`src/rtl/issue_stage_multi.sv`:
```
// N-wide in-order issue stage: decodes queue heads, issues longest prefix that fits ROB/station credit.
// Packets are registered (1 cycle); backpressure is credit-based via iq_pop; illegal encodings park in TRAP until flush.
module issue_stage_multi #(
  parameter int ISSUE_W = 2,
  parameter int CNT_W   = 4,
  parameter int OPC_W   = 4
) (
  input  logic                           clk,
  input  logic                           rst,
  input  logic                           flush,
  input  logic [ISSUE_W-1:0]             iq_valid,
  input  logic [32*ISSUE_W-1:0]          iq_inst,
  input  logic [32*ISSUE_W-1:0]          iq_pc,
  input  logic [32*ISSUE_W-1:0]          iq_pc_next,
  output logic [$clog2(ISSUE_W+1)-1:0]   iq_pop,
  input  logic [CNT_W-1:0]               rob_free,
  input  logic [CNT_W-1:0]               rs_alu_free,
  input  logic [CNT_W-1:0]               rs_br_free,
  input  logic [CNT_W-1:0]               rs_ls_free,
  output logic [ISSUE_W-1:0]             out_valid,
  output logic [2*ISSUE_W-1:0]           out_type,
  output logic [OPC_W*ISSUE_W-1:0]       out_opc,
  output logic [ISSUE_W-1:0]             out_isrd,
  output logic [5*ISSUE_W-1:0]           out_rd,
  output logic [5*ISSUE_W-1:0]           out_sr1,
  output logic [5*ISSUE_W-1:0]           out_sr2,
  output logic [32*ISSUE_W-1:0]          out_imm,
  output logic [9*ISSUE_W-1:0]           out_opr_sel,
  output logic [32*ISSUE_W-1:0]          out_pc,
  output logic [32*ISSUE_W-1:0]          out_pc_next,
  output logic                           trap,
  output logic [31:0]                    trap_pc
);

  localparam logic [1:0] T_ALU = 2'd0, T_BR = 2'd1, T_LS = 2'd2;
  localparam logic [2:0] O_NONE = 3'd0, O_SR = 3'd1, O_PC = 3'd2, O_IIMM = 3'd3,
                         O_SIMM = 3'd4, O_BIMM = 3'd5, O_UIMM = 3'd6, O_JIMM = 3'd7;

  typedef struct packed {
    logic [1:0]       typ;
    logic [OPC_W-1:0] opc;
    logic             isrd;
    logic [4:0]       rd;
    logic [4:0]       sr1;
    logic [4:0]       sr2;
    logic [31:0]      imm;
    logic [8:0]       opr;   // {opr3, opr2, opr1}
  } pkt_t;

  typedef struct packed {
    logic legal;
    pkt_t pkt;
  } dec_t;

  typedef enum logic {S_RUN, S_TRAP} state_t;

  // ALU opcode: 0 add,1 sub,2 sll,3 slt,4 sltu,5 xor,6 srl,7 sra,8 or,9 and
  function automatic logic [OPC_W-1:0] alu_op(input logic [2:0] f3, input logic alt);
    logic [3:0] o;
    case (f3)
      3'd0:    o = alt ? 4'd1 : 4'd0;
      3'd1:    o = 4'd2;
      3'd2:    o = 4'd3;
      3'd3:    o = 4'd4;
      3'd4:    o = 4'd5;
      3'd5:    o = alt ? 4'd7 : 4'd6;
      3'd6:    o = 4'd8;
      default: o = 4'd9;
    endcase
    return OPC_W'(o);
  endfunction

  function automatic dec_t decode(input logic [31:0] ins);
    dec_t        d;
    logic [2:0]  f3;
    logic [6:0]  f7;
    logic        f7_ok;
    logic [31:0] i_imm, s_imm, b_imm, u_imm, j_imm;
    f3    = ins[14:12];
    f7    = ins[31:25];
    f7_ok = (f7 == 7'h00) || (f7 == 7'h20);
    i_imm = {{20{ins[31]}}, ins[31:20]};
    s_imm = {{20{ins[31]}}, ins[31:25], ins[11:7]};
    b_imm = {{19{ins[31]}}, ins[31], ins[7], ins[30:25], ins[11:8], 1'b0};
    u_imm = {ins[31:12], 12'b0};
    j_imm = {{11{ins[31]}}, ins[31], ins[19:12], ins[20], ins[30:21], 1'b0};
    d         = '0;
    d.legal   = 1'b1;
    d.pkt.rd  = ins[11:7];
    d.pkt.sr1 = ins[19:15];
    d.pkt.sr2 = ins[24:20];
    case (ins[6:0])
      7'h13: begin
        d.pkt.typ = T_ALU; d.pkt.isrd = 1'b1; d.pkt.imm = i_imm;
        d.pkt.opr = {O_NONE, O_IIMM, O_SR};
        d.pkt.opc = alu_op(f3, (f3 == 3'd5) && f7[5]);
        if ((f3 == 3'd1 || f3 == 3'd5) && !f7_ok) d.legal = 1'b0;
      end
      7'h33: begin
        d.pkt.typ = T_ALU; d.pkt.isrd = 1'b1;
        d.pkt.opr = {O_NONE, O_SR, O_SR};
        d.pkt.opc = alu_op(f3, f7[5]);
        if (!f7_ok) d.legal = 1'b0;
      end
      7'h37: begin
        d.pkt.typ = T_ALU; d.pkt.isrd = 1'b1; d.pkt.imm = u_imm;
        d.pkt.opr = {O_NONE, O_UIMM, O_NONE};
      end
      7'h17: begin
        d.pkt.typ = T_ALU; d.pkt.isrd = 1'b1; d.pkt.imm = u_imm;
        d.pkt.opr = {O_NONE, O_UIMM, O_PC};
      end
      7'h63: begin
        d.pkt.typ = T_BR; d.pkt.imm = b_imm;
        d.pkt.opr = {O_BIMM, O_SR, O_SR};
        d.pkt.opc = OPC_W'(f3);
        if (f3 == 3'd2 || f3 == 3'd3) d.legal = 1'b0;
      end
      7'h6F: begin
        d.pkt.typ = T_BR; d.pkt.isrd = 1'b1; d.pkt.imm = j_imm;
        d.pkt.opr = {O_NONE, O_JIMM, O_PC};
        d.pkt.opc = OPC_W'(8);
      end
      7'h67: begin
        d.pkt.typ = T_BR; d.pkt.isrd = 1'b1; d.pkt.imm = i_imm;
        d.pkt.opr = {O_NONE, O_IIMM, O_SR};
        d.pkt.opc = OPC_W'(9);
        if (f3 != 3'd0) d.legal = 1'b0;
      end
      7'h03: begin
        d.pkt.typ = T_LS; d.pkt.isrd = 1'b1; d.pkt.imm = i_imm;
        d.pkt.opr = {O_NONE, O_IIMM, O_SR};
        d.pkt.opc = OPC_W'(f3);
        if (f3 == 3'd3 || f3 == 3'd6 || f3 == 3'd7) d.legal = 1'b0;
      end
      7'h23: begin
        d.pkt.typ = T_LS; d.pkt.imm = s_imm;
        d.pkt.opr = {O_SIMM, O_SR, O_SR};
        d.pkt.opc = OPC_W'(8 + int'(f3));
        if (f3 > 3'd2) d.legal = 1'b0;
      end
      default: d.legal = 1'b0;
    endcase
    if (d.pkt.rd == 5'd0) d.pkt.isrd = 1'b0;
    return d;
  endfunction

  state_t                 state_q, state_d;
  logic [31:0]            trap_pc_q, trap_pc_d;
  logic [ISSUE_W-1:0]     valid_q, acc;
  pkt_t                   pkt_q   [ISSUE_W];
  logic [31:0]            pc_q    [ISSUE_W];
  logic [31:0]            pcn_q   [ISSUE_W];
  dec_t                   dec     [ISSUE_W];
  logic [CNT_W:0]         eff_rob, eff_alu, eff_br, eff_ls;

  always_comb begin
    for (int k = 0; k < ISSUE_W; k++) dec[k] = decode(iq_inst[32*k +: 32]);
  end

  // Credit already claimed by the packets still sitting in the output register
  always_comb begin
    logic [CNT_W:0] u_rob, u_alu, u_br, u_ls;
    u_rob = '0; u_alu = '0; u_br = '0; u_ls = '0;
    for (int k = 0; k < ISSUE_W; k++) begin
      if (valid_q[k]) begin
        u_rob = u_rob + 1'b1;
        case (pkt_q[k].typ)
          T_BR:    u_br  = u_br + 1'b1;
          T_LS:    u_ls  = u_ls + 1'b1;
          default: u_alu = u_alu + 1'b1;
        endcase
      end
    end
    eff_rob = ({1'b0, rob_free}    > u_rob) ? {1'b0, rob_free}    - u_rob : '0;
    eff_alu = ({1'b0, rs_alu_free} > u_alu) ? {1'b0, rs_alu_free} - u_alu : '0;
    eff_br  = ({1'b0, rs_br_free}  > u_br)  ? {1'b0, rs_br_free}  - u_br  : '0;
    eff_ls  = ({1'b0, rs_ls_free}  > u_ls)  ? {1'b0, rs_ls_free}  - u_ls  : '0;
  end

  always_comb begin
    logic           go, fit, hit;
    logic [CNT_W:0] n_rob, n_alu, n_br, n_ls;
    acc       = '0;
    iq_pop    = '0;
    state_d   = state_q;
    trap_pc_d = trap_pc_q;
    hit       = 1'b0;
    go        = (state_q == S_RUN) && !flush;
    n_rob = '0; n_alu = '0; n_br = '0; n_ls = '0;
    for (int k = 0; k < ISSUE_W; k++) begin
      case (dec[k].pkt.typ)
        T_BR:    fit = (n_br  + 1'b1) <= eff_br;
        T_LS:    fit = (n_ls  + 1'b1) <= eff_ls;
        default: fit = (n_alu + 1'b1) <= eff_alu;
      endcase
      fit = fit && ((n_rob + 1'b1) <= eff_rob);
      if (go && iq_valid[k] && dec[k].legal && fit) begin
        acc[k] = 1'b1;
        iq_pop = iq_pop + 1'b1;
        n_rob  = n_rob + 1'b1;
        case (dec[k].pkt.typ)
          T_BR:    n_br  = n_br + 1'b1;
          T_LS:    n_ls  = n_ls + 1'b1;
          default: n_alu = n_alu + 1'b1;
        endcase
      end else begin
        if (go && iq_valid[k] && !dec[k].legal) begin
          hit       = 1'b1;
          trap_pc_d = iq_pc[32*k +: 32];
        end
        go = 1'b0;
      end
    end
    if (flush) begin
      state_d   = S_RUN;
      trap_pc_d = '0;
    end else if (hit) begin
      state_d = S_TRAP;
    end
  end

  always_ff @(posedge clk or posedge rst) begin
    if (rst) begin
      state_q   <= S_RUN;
      trap_pc_q <= '0;
      valid_q   <= '0;
      for (int k = 0; k < ISSUE_W; k++) begin
        pkt_q[k] <= '0;
        pc_q[k]  <= '0;
        pcn_q[k] <= '0;
      end
    end else begin
      state_q   <= state_d;
      trap_pc_q <= trap_pc_d;
      valid_q   <= acc;
      for (int k = 0; k < ISSUE_W; k++) begin
        if (acc[k]) begin
          pkt_q[k] <= dec[k].pkt;
          pc_q[k]  <= iq_pc[32*k +: 32];
          pcn_q[k] <= iq_pc_next[32*k +: 32];
        end
      end
    end
  end

  assign out_valid = valid_q;
  assign trap      = (state_q == S_TRAP);
  assign trap_pc   = trap_pc_q;

  for (genvar g = 0; g < ISSUE_W; g++) begin : g_out
    assign out_type[2*g +: 2]        = pkt_q[g].typ;
    assign out_opc[OPC_W*g +: OPC_W] = pkt_q[g].opc;
    assign out_isrd[g]               = pkt_q[g].isrd;
    assign out_rd[5*g +: 5]          = pkt_q[g].rd;
    assign out_sr1[5*g +: 5]         = pkt_q[g].sr1;
    assign out_sr2[5*g +: 5]         = pkt_q[g].sr2;
    assign out_imm[32*g +: 32]       = pkt_q[g].imm;
    assign out_opr_sel[9*g +: 9]     = pkt_q[g].opr;
    assign out_pc[32*g +: 32]        = pc_q[g];
    assign out_pc_next[32*g +: 32]   = pcn_q[g];
  end

endmodule

```
`config.mk`:
```
export PLATFORM = sky130hd
export DESIGN_NAME = issue_stage_multi
export DESIGN_NICKNAME = d
export VERILOG_FILES = /design/src/rtl/issue_stage_multi.sv
export SDC_FILE = /design/constraint.sdc
export NUM_CORES = 1
export LEC_CHECK = 0
export CORE_MARGIN = 4
export CORE_UTILIZATION = 39
export DETAILED_ROUTE_END_ITERATION = 12
export PLACE_DENSITY = 0.77
export SYNTH_ARGS = -nofsm -noshare
export SYNTH_HDL_FRONTEND = slang
export SYNTH_SLANG_ARGS = --single-unit
export TNS_END_PERCENT = 10
```
`constraint.sdc`:
```
create_clock -name clk -period 23.2 [get_ports clk]
set_clock_uncertainty 0.1 [all_clocks]
set_input_delay 3.48 -clock clk [delete_from_list [all_inputs] [get_ports clk]]
set_output_delay 3.48 -clock clk [all_outputs]
set_load 0.1 [all_outputs]
```
After elaboration in Yosys (flattened, before gate mapping)
Index checks and enable logic that the tools add are counted.
- add/subtract/negate cells: 15
- $lt $le $gt $ge: 14
- equal/unequal tests: 42
- multiplexer cells: 81
- bitwise gates (word level): 1
- reductions and logical operators: 56
- operator list (cell ; count):
    case mux 32 bit (5 select lines) ; 2
    two-way mux 32 bit ; 5
    case mux 9 bit (7 select lines) ; 2
    case mux 4 bit (7 select lines) ; 4
    == test 7 x 6 -> 1 bit (second input constant) ; 8
    two-way mux 5 bit ; 11
    two-way mux 1 bit ; 48
    case mux 4 bit (6 select lines) ; 2
    == test 7 bit (second input constant) ; 6
    adder 5 x 1 -> 5 bit (second input constant) ; 8
    == test 7 x 5 -> 1 bit (second input constant) ; 4
    == test 3 bit (second input constant) ; 8
    greater-than comparator 4 x 5 -> 1 bit ; 4
    <= comparator 1 x 5 -> 1 bit (first input constant) ; 4
    <= comparator 5 bit ; 4
    subtractor 4 x 5 -> 5 bit ; 4
    OR reduction 2 bit ; 9
    OR reduction 3 bit ; 6
    logical AND 1 bit ; 15
    == test 7 x 2 -> 1 bit (second input constant) ; 2
    logical NOT 7 bit ; 2
    case mux 1 bit (7 select lines) ; 2
    OR reduction 7 bit ; 2
    == test 3 x 2 -> 1 bit (second input constant) ; 4
    16 further kinds ; 43
- register bits: 289
- input bits: 213
- output and inout port bits: 291
- logic and storage cells: 232

Logic depth before layout (Yosys ltp)
- depth after elaboration: 22
- gate-level depth with buffers: 25
- mapped depth without buffers: 21

Worst setup path after synthesis
OpenSTA, ideal clock, no wires.
- kind: input to output
- from: input port rs_br_free[0]
- to: output port iq_pop[0]
- arrival: 7.366 ns
- required time: 19.620 ns
- setup slack: 12.254 ns
- cell stages on the path: 18
- buffers on the path: 2
- cells stage by stage: inv_1 ha_1 inv_1 fa_1 nor4bb_1 o21ai_0 a41oi_1 a211oi_1 buf_2 buf_2 and2_1 ha_1 a21oi_1 o211ai_1 o32ai_1 a211oi_2 and3_1 ha_1
- word-level cells in the longest chain between the ends: 13
- elaborated cells on any way between the ends: 28
- classes of those cells: add/sub (6); order compare (6); mux (10); reduce/logical (6)
- RTL lines (item ; RTL line ; source):
    from (decl) ; 18 ; input logic [CNT_W-1:0] rs_br_free,
    subtractor 4 x 5 -> 5 bit or greater-than comparator 4 x 5 -> 1 bit (tied branches) ; 177 ; eff_br = ({1'b0, rs_br_free} > u_br) ? {1'b0, rs_br_free} - u_br : '0;
    two-way mux 5 bit (*) ; 177 ;
    <= comparator 1 x 5 -> 1 bit ; 193 ; T_BR: fit = (n_br + 1'b1) <= eff_br;
    case mux 1 bit (2 select lines) ; 192 ; case (dec[k].pkt.typ)
    logical AND 1 bit ; 197 ; fit = fit && ((n_rob + 1'b1) <= eff_rob);
    logical AND 1 bit ; 198 ; if (go && iq_valid[k] && dec[k].legal && fit) begin
    two-way mux 1 bit ; 198 ;
    adder 5 x 1 -> 5 bit ; n/a ;
    <= comparator 5 bit (on tied branches) ; 195, 193, 194 ;
    case mux 1 bit (2 select lines) ; 192 ;
    logical AND 1 bit ; 197 ;
    logical AND 1 bit ; 198 ;
    two-way mux 2 bit (*) ; 198 ;
    to (decl) ; 15 ; output logic [$clog2(ISSUE_W+1)-1:0] iq_pop,
Mark *: on every way between the ends. The rest lies on a longest branch, timed or not.

Worst setup path after layout
- from: input port iq_inst[4]
- to: output port iq_pop[1]
- word-level cells in the longest chain between the ends: 14
- elaborated cells on any way between the ends: 45
- classes of those cells: add/sub (5); order compare (4); eq/ne (11); mux (14); reduce/logical (11)
- RTL lines (item ; RTL line ; source):
    from (decl) ; 12 ; input logic [32*ISSUE_W-1:0] iq_inst,
    == test 7 bit (tied with other cells) ; 92 ; case (ins[6:0])
    OR reduction 3 bit (no line) or OR reduction 2 bit (tied branches) ; n/a ;
    case mux 2 bit (2 select lines) ; 92 ;
    == test 2 bit or == test 2 x 1 -> 1 bit (tied branches) ; 192, 202 ;
    case mux 1 bit (2 select lines) ; 192 ;
    logical AND 1 bit ; 197 ;
    logical AND 1 bit ; 198 ;
    two-way mux 1 bit ; 198 ;
    adder 5 x 1 -> 5 bit ; n/a ;
    <= comparator 5 bit (on tied branches) ; 195, 193, 194 ;
    case mux 1 bit (2 select lines) ; 192 ;
    logical AND 1 bit ; 197 ;
    logical AND 1 bit ; 198 ;
    two-way mux 2 bit (*) ; 198 ;
Marks and branches as above.

==> impl_table.tex <==
\begin{tabular}{lr}
\hline
Metric & Value \\
\hline
\multicolumn{2}{l}{\textbf{Status}} \\
Result of the run & finished clean \\
\multicolumn{2}{l}{\textbf{Placed design}} \\
Final RePlAce weighted congestion & 0.937 \\
DP HPWL & 34.9 mm \\
Port-buffer cells & 499 \\
Post-placement cell count & 2190 \\
\multicolumn{2}{l}{\textbf{Clocking}} \\
Clock-pin slew on the worst setup and hold paths & 0.06 ns \\
Hold\_buf cts & 0 \\
Post\_cts resized & 0 \\
Setup bufs post-CTS & 0 \\
Number of clock buffers inserted by TritonCTS & 34 \\
CTS H-Tree Depth & 2 \\
Clock latency at the later pin of the worst-skew pair & 0.51 ns \\
Clock tree root buffer cell & sky130\_fd\_sc\_hd\_\_clkbuf\_16 \\
CTS Sinks & 285 \\
Number of buffers between clock root and the deepest sink & 3 \\
Clock tree from TritonCTS & built \\
\multicolumn{2}{l}{\textbf{Setup path}} \\
Setup slack, reg-to-reg & 15.64 ns \\
Type of origin of the critical path & input port \\
Worst setup path end & iq\_pop[1] \\
Crit end category & primary output \\
Arrival time at the worst endpoint & 9.94 ns \\
Endpoint of the worst register-to-register path & out\_pc\_next[60] \\
Launching element of the worst setup path & iq\_inst[4] \\
Biggest fanout along the worst timing path & 98 \\
FF-to-FF Start & out\_type[0] \\
Worst path required time & 19.62 ns \\
Number of cell instances on the worst register-to-register path & 21 \\
Critical path class & in2out \\
\multicolumn{2}{l}{\textbf{Die}} \\
DIE HEIGHT & 194 um \\
Number of rows in the core area & 67 \\
Area of the core & 0.0339 mm\^{}2 \\
Total die area & 0.0377 mm\^{}2 \\
Die W & 194 um \\
IO Count & 504 \\
Effective utilization at floorplan & 0.400 \\
\multicolumn{2}{l}{\textbf{GRT}} \\
Wire length of the first global-routing pass & 71.3 mm \\
GRT Total Usage & 0.237 \\
Antenna violations before repair & 4 \\
Via count of the first global-routing pass & 11921 \\
Overflow left after global routing & 0 \\
Largest net degree at the start of global routing & 180 \\
\multicolumn{2}{l}{\textbf{Logic synthesis}} \\
Number of synthesized register bits & 285 \\
Sequential fraction of the synthesis area & 0.527 \\
Synth top cells by count & sky130\_fd\_sc\_hd\_\_nand2\_1, sky130\_fd\_sc\_hd\_\_dfrtp\_1, sky130\_fd\_sc\_hd\_\_mux2\_2 \\
Count of flip-flops with a built-in enable after synthesis & 0 \\
Synth async-reset ratio & 1.00 \\
Per-instance average area after synthesis & 10.3 um\^{}2 \\
Most used DFF post-synth & sky130\_fd\_sc\_hd\_\_dfrtp\_1 \\
Most repeated cell in the gate-level netlist after synthesis & sky130\_fd\_sc\_hd\_\_nand2\_1 \\
Proportion of netlist area held by the largest area contributor & 0.527 \\
Count of distinct cell types in the synthesized netlist & 66 \\
Most area-consuming cells after synthesis & sky130\_fd\_sc\_hd\_\_dfrtp\_1, sky130\_fd\_sc\_hd\_\_nand2\_1, sky130\_fd\_sc\_hd\_\_mux2\_2, sky130\_fd\_sc\_hd\_\_mux2i\_1, sky130\_fd\_sc\_hd\_\_ha\_1 \\
Leading area contributor after synthesis & sky130\_fd\_sc\_hd\_\_dfrtp\_1 \\
Count of mapped cells out of synthesis & 1315 \\
Area of the mapped netlist & 0.0135 mm\^{}2 \\
Total of warnings raised by yosys & 0 \\
\multicolumn{2}{l}{\textbf{STA}} \\
Maximum clock frequency & 74.0 MHz \\
Period minus WS final & 13.52 ns \\
Unrepaired setup endpoints after global routing & no \\
Final max-slew violation count & 0 \\
Final-report hold violation count & 0 \\
Least-Margin Pin Slew & 1.11 ns \\
Relative max-transition margin & 0.255 \\
Setup TNS & 0 ns \\
Count of final setup violators & 0 \\
Worst hold slack & 0.363 ns \\
Final worst-path cycle share & 0.583 \\
\multicolumn{2}{l}{\textbf{Finish}} \\
Core Util, Final & 0.589 \\
Fin cells & 2254 \\
Sequential cell area in the final layout & 0.00713 mm\^{}2 \\
Count of nets after finishing & 2024 \\
Syn-to-layout area delta & 47.4\% \\
Fill cell instance count of the final layout & 2900 \\
Multi-input gate area in the final layout & 0.00585 mm\^{}2 \\
Layout cell share with drive strength beyond 1 & 0.0982 \\
\multicolumn{2}{l}{\textbf{Power and ir drop}} \\
Static leakage & 0.00952 uW \\
Power per Cell Area & 72.5 mW/mm\^{}2 \\
Highest ir drop seen on vdd & 0.0560 mV \\
\multicolumn{2}{l}{\textbf{Min path}} \\
Worst hold path class & reg2reg \\
\multicolumn{2}{l}{\textbf{Drt}} \\
DRC Markers & 0 \\
Post-detailed-route count of antenna-violating nets & 0 \\
Via count of the routed design & 11768 \\
Wire length reported by the detailed router & 47.0 mm \\
Starting DRC count in detailed routing & 777 \\
Vias per cell & 5.22 \\
Avg WL per Cell & 20.8 um \\
First-pass detailed-route iteration total & 8 \\
\multicolumn{2}{l}{\textbf{Run}} \\
Max Cap Viol & 0 \\
\hline
\end{tabular}
==> worst max-delay path, cell delays in order <==
cell and delay (ns):
sky130_fd_sc_hd__clkdlybuf4s50_1 0.65, sky130_fd_sc_hd__nand3b_2 0.40, sky130_fd_sc_hd__nor2_1 0.45, sky130_fd_sc_hd__nor2_1 0.16, sky130_fd_sc_hd__ha_1 0.36, sky130_fd_sc_hd__o21ai_0 0.10, sky130_fd_sc_hd__o221ai_1 0.29, sky130_fd_sc_hd__a211oi_4 0.41
sky130_fd_sc_hd__buf_4 0.80, sky130_fd_sc_hd__and2_1 0.27, sky130_fd_sc_hd__ha_1 0.25, sky130_fd_sc_hd__nor2b_1 0.14, sky130_fd_sc_hd__o21ai_0 0.14, sky130_fd_sc_hd__o21ai_0 0.16, sky130_fd_sc_hd__a211oi_2 0.31, sky130_fd_sc_hd__and3_1 0.22
sky130_fd_sc_hd__ha_1 0.15, sky130_fd_sc_hd__clkdlybuf4s50_1 1.15
==> routing by layer <==
layer,part of all wire,track usage
met3,0.075,0.0537
met5,0,0
met2,0.49,0.402
met1,0.40,0.302
met4,0.034,0.0797
==> report_power, final <==
part	switching [uW]	internal [uW]
clock	209	328
sequential	15.0	523
combinational	274	95.4
total	498	947
==> final cells by class <==
class,instances,share of cell area
multi-input combinational,898,0.294
antenna,4,0.000502
sequential,285,0.358
clock buffer,51,0.0514
inverter,54,0.0105
timing repair buffer,505,0.253
clock inverter,9,0.00514
tap,448,0.0281
==> how the worst min path moves through the flow <==
| stage | from | to | slack [ns] | cells after the start |
|---|---|---|---|---|
| after CTS | out_pc_next[17] | out_pc_next[17] | 0.37 | 2 |
| final | out_pc[6] | out_pc[6] | 0.36 | 2 |
| after global routing | out_pc_next[15] | out_pc_next[15] | 0.38 | 2 |
| after global placement | out_rd[4] | out_rd[4] | 0.35 | 2 |
| after detailed placement | out_pc_next[17] | out_pc_next[17] | 0.35 | 2 |
| after floorplan | out_pc[0] | out_pc[0] | 0.85 | 2 |
==> sequential cells by signal, indices dropped and copies added, names as in the netlist, 10 cells and up <==
register / flops
out_imm: 64
out_pc: 64
out_pc_next: 64
trap_pc: 32
out_opr_sel: 14
out_rd: 10
out_sr1: 10
out_sr2: 10
==> kinds of logic after synthesis <==
kind of cell	count (synthesis)	synth area share
other cells	1	0.000277
simple gates	478	0.158
mux	162	0.136
buf+inv	135	0.0441
compound gates	221	0.102
flops	285	0.527
fa+ha+maj	33	0.0327
==> through the flow <==
stage / instance area [um^2] / setup WS (ns) / total power (uW)
finish: 19900 / 9.68 / 1450
global route: 19900 / 9.11 / 1500
CTS: 19900 / 9.71 / 1460
detailed placement: 18800 / 9.73 / 917
global placement: 18800 / 9.98 / 912
floorplan: 13500 / 11.76 / 793
==> placed cells by master, fill, tap and decap left out, types with 9 or more instances in the layout <==
cell / n
sky130_fd_sc_hd__clkdlybuf4s50_1: 498
sky130_fd_sc_hd__nand2_1: 329
sky130_fd_sc_hd__dfrtp_1: 285
sky130_fd_sc_hd__mux2_2: 78
sky130_fd_sc_hd__o21ai_0: 61
sky130_fd_sc_hd__mux2i_1: 60
sky130_fd_sc_hd__a21oi_1: 58
sky130_fd_sc_hd__inv_1: 53
sky130_fd_sc_hd__nor2_1: 36
sky130_fd_sc_hd__o31ai_1: 35
sky130_fd_sc_hd__clkbuf_16: 35
sky130_fd_sc_hd__nand3b_1: 33
sky130_fd_sc_hd__ha_1: 29
sky130_fd_sc_hd__mux2_4: 24
sky130_fd_sc_hd__nand3_1: 14
sky130_fd_sc_hd__nor2b_1: 11
sky130_fd_sc_hd__and2_1: 10
sky130_fd_sc_hd__a21o_1: 9
sky130_fd_sc_hd__clkbuf_8: 9
Power figures use the tool's default switching activity.
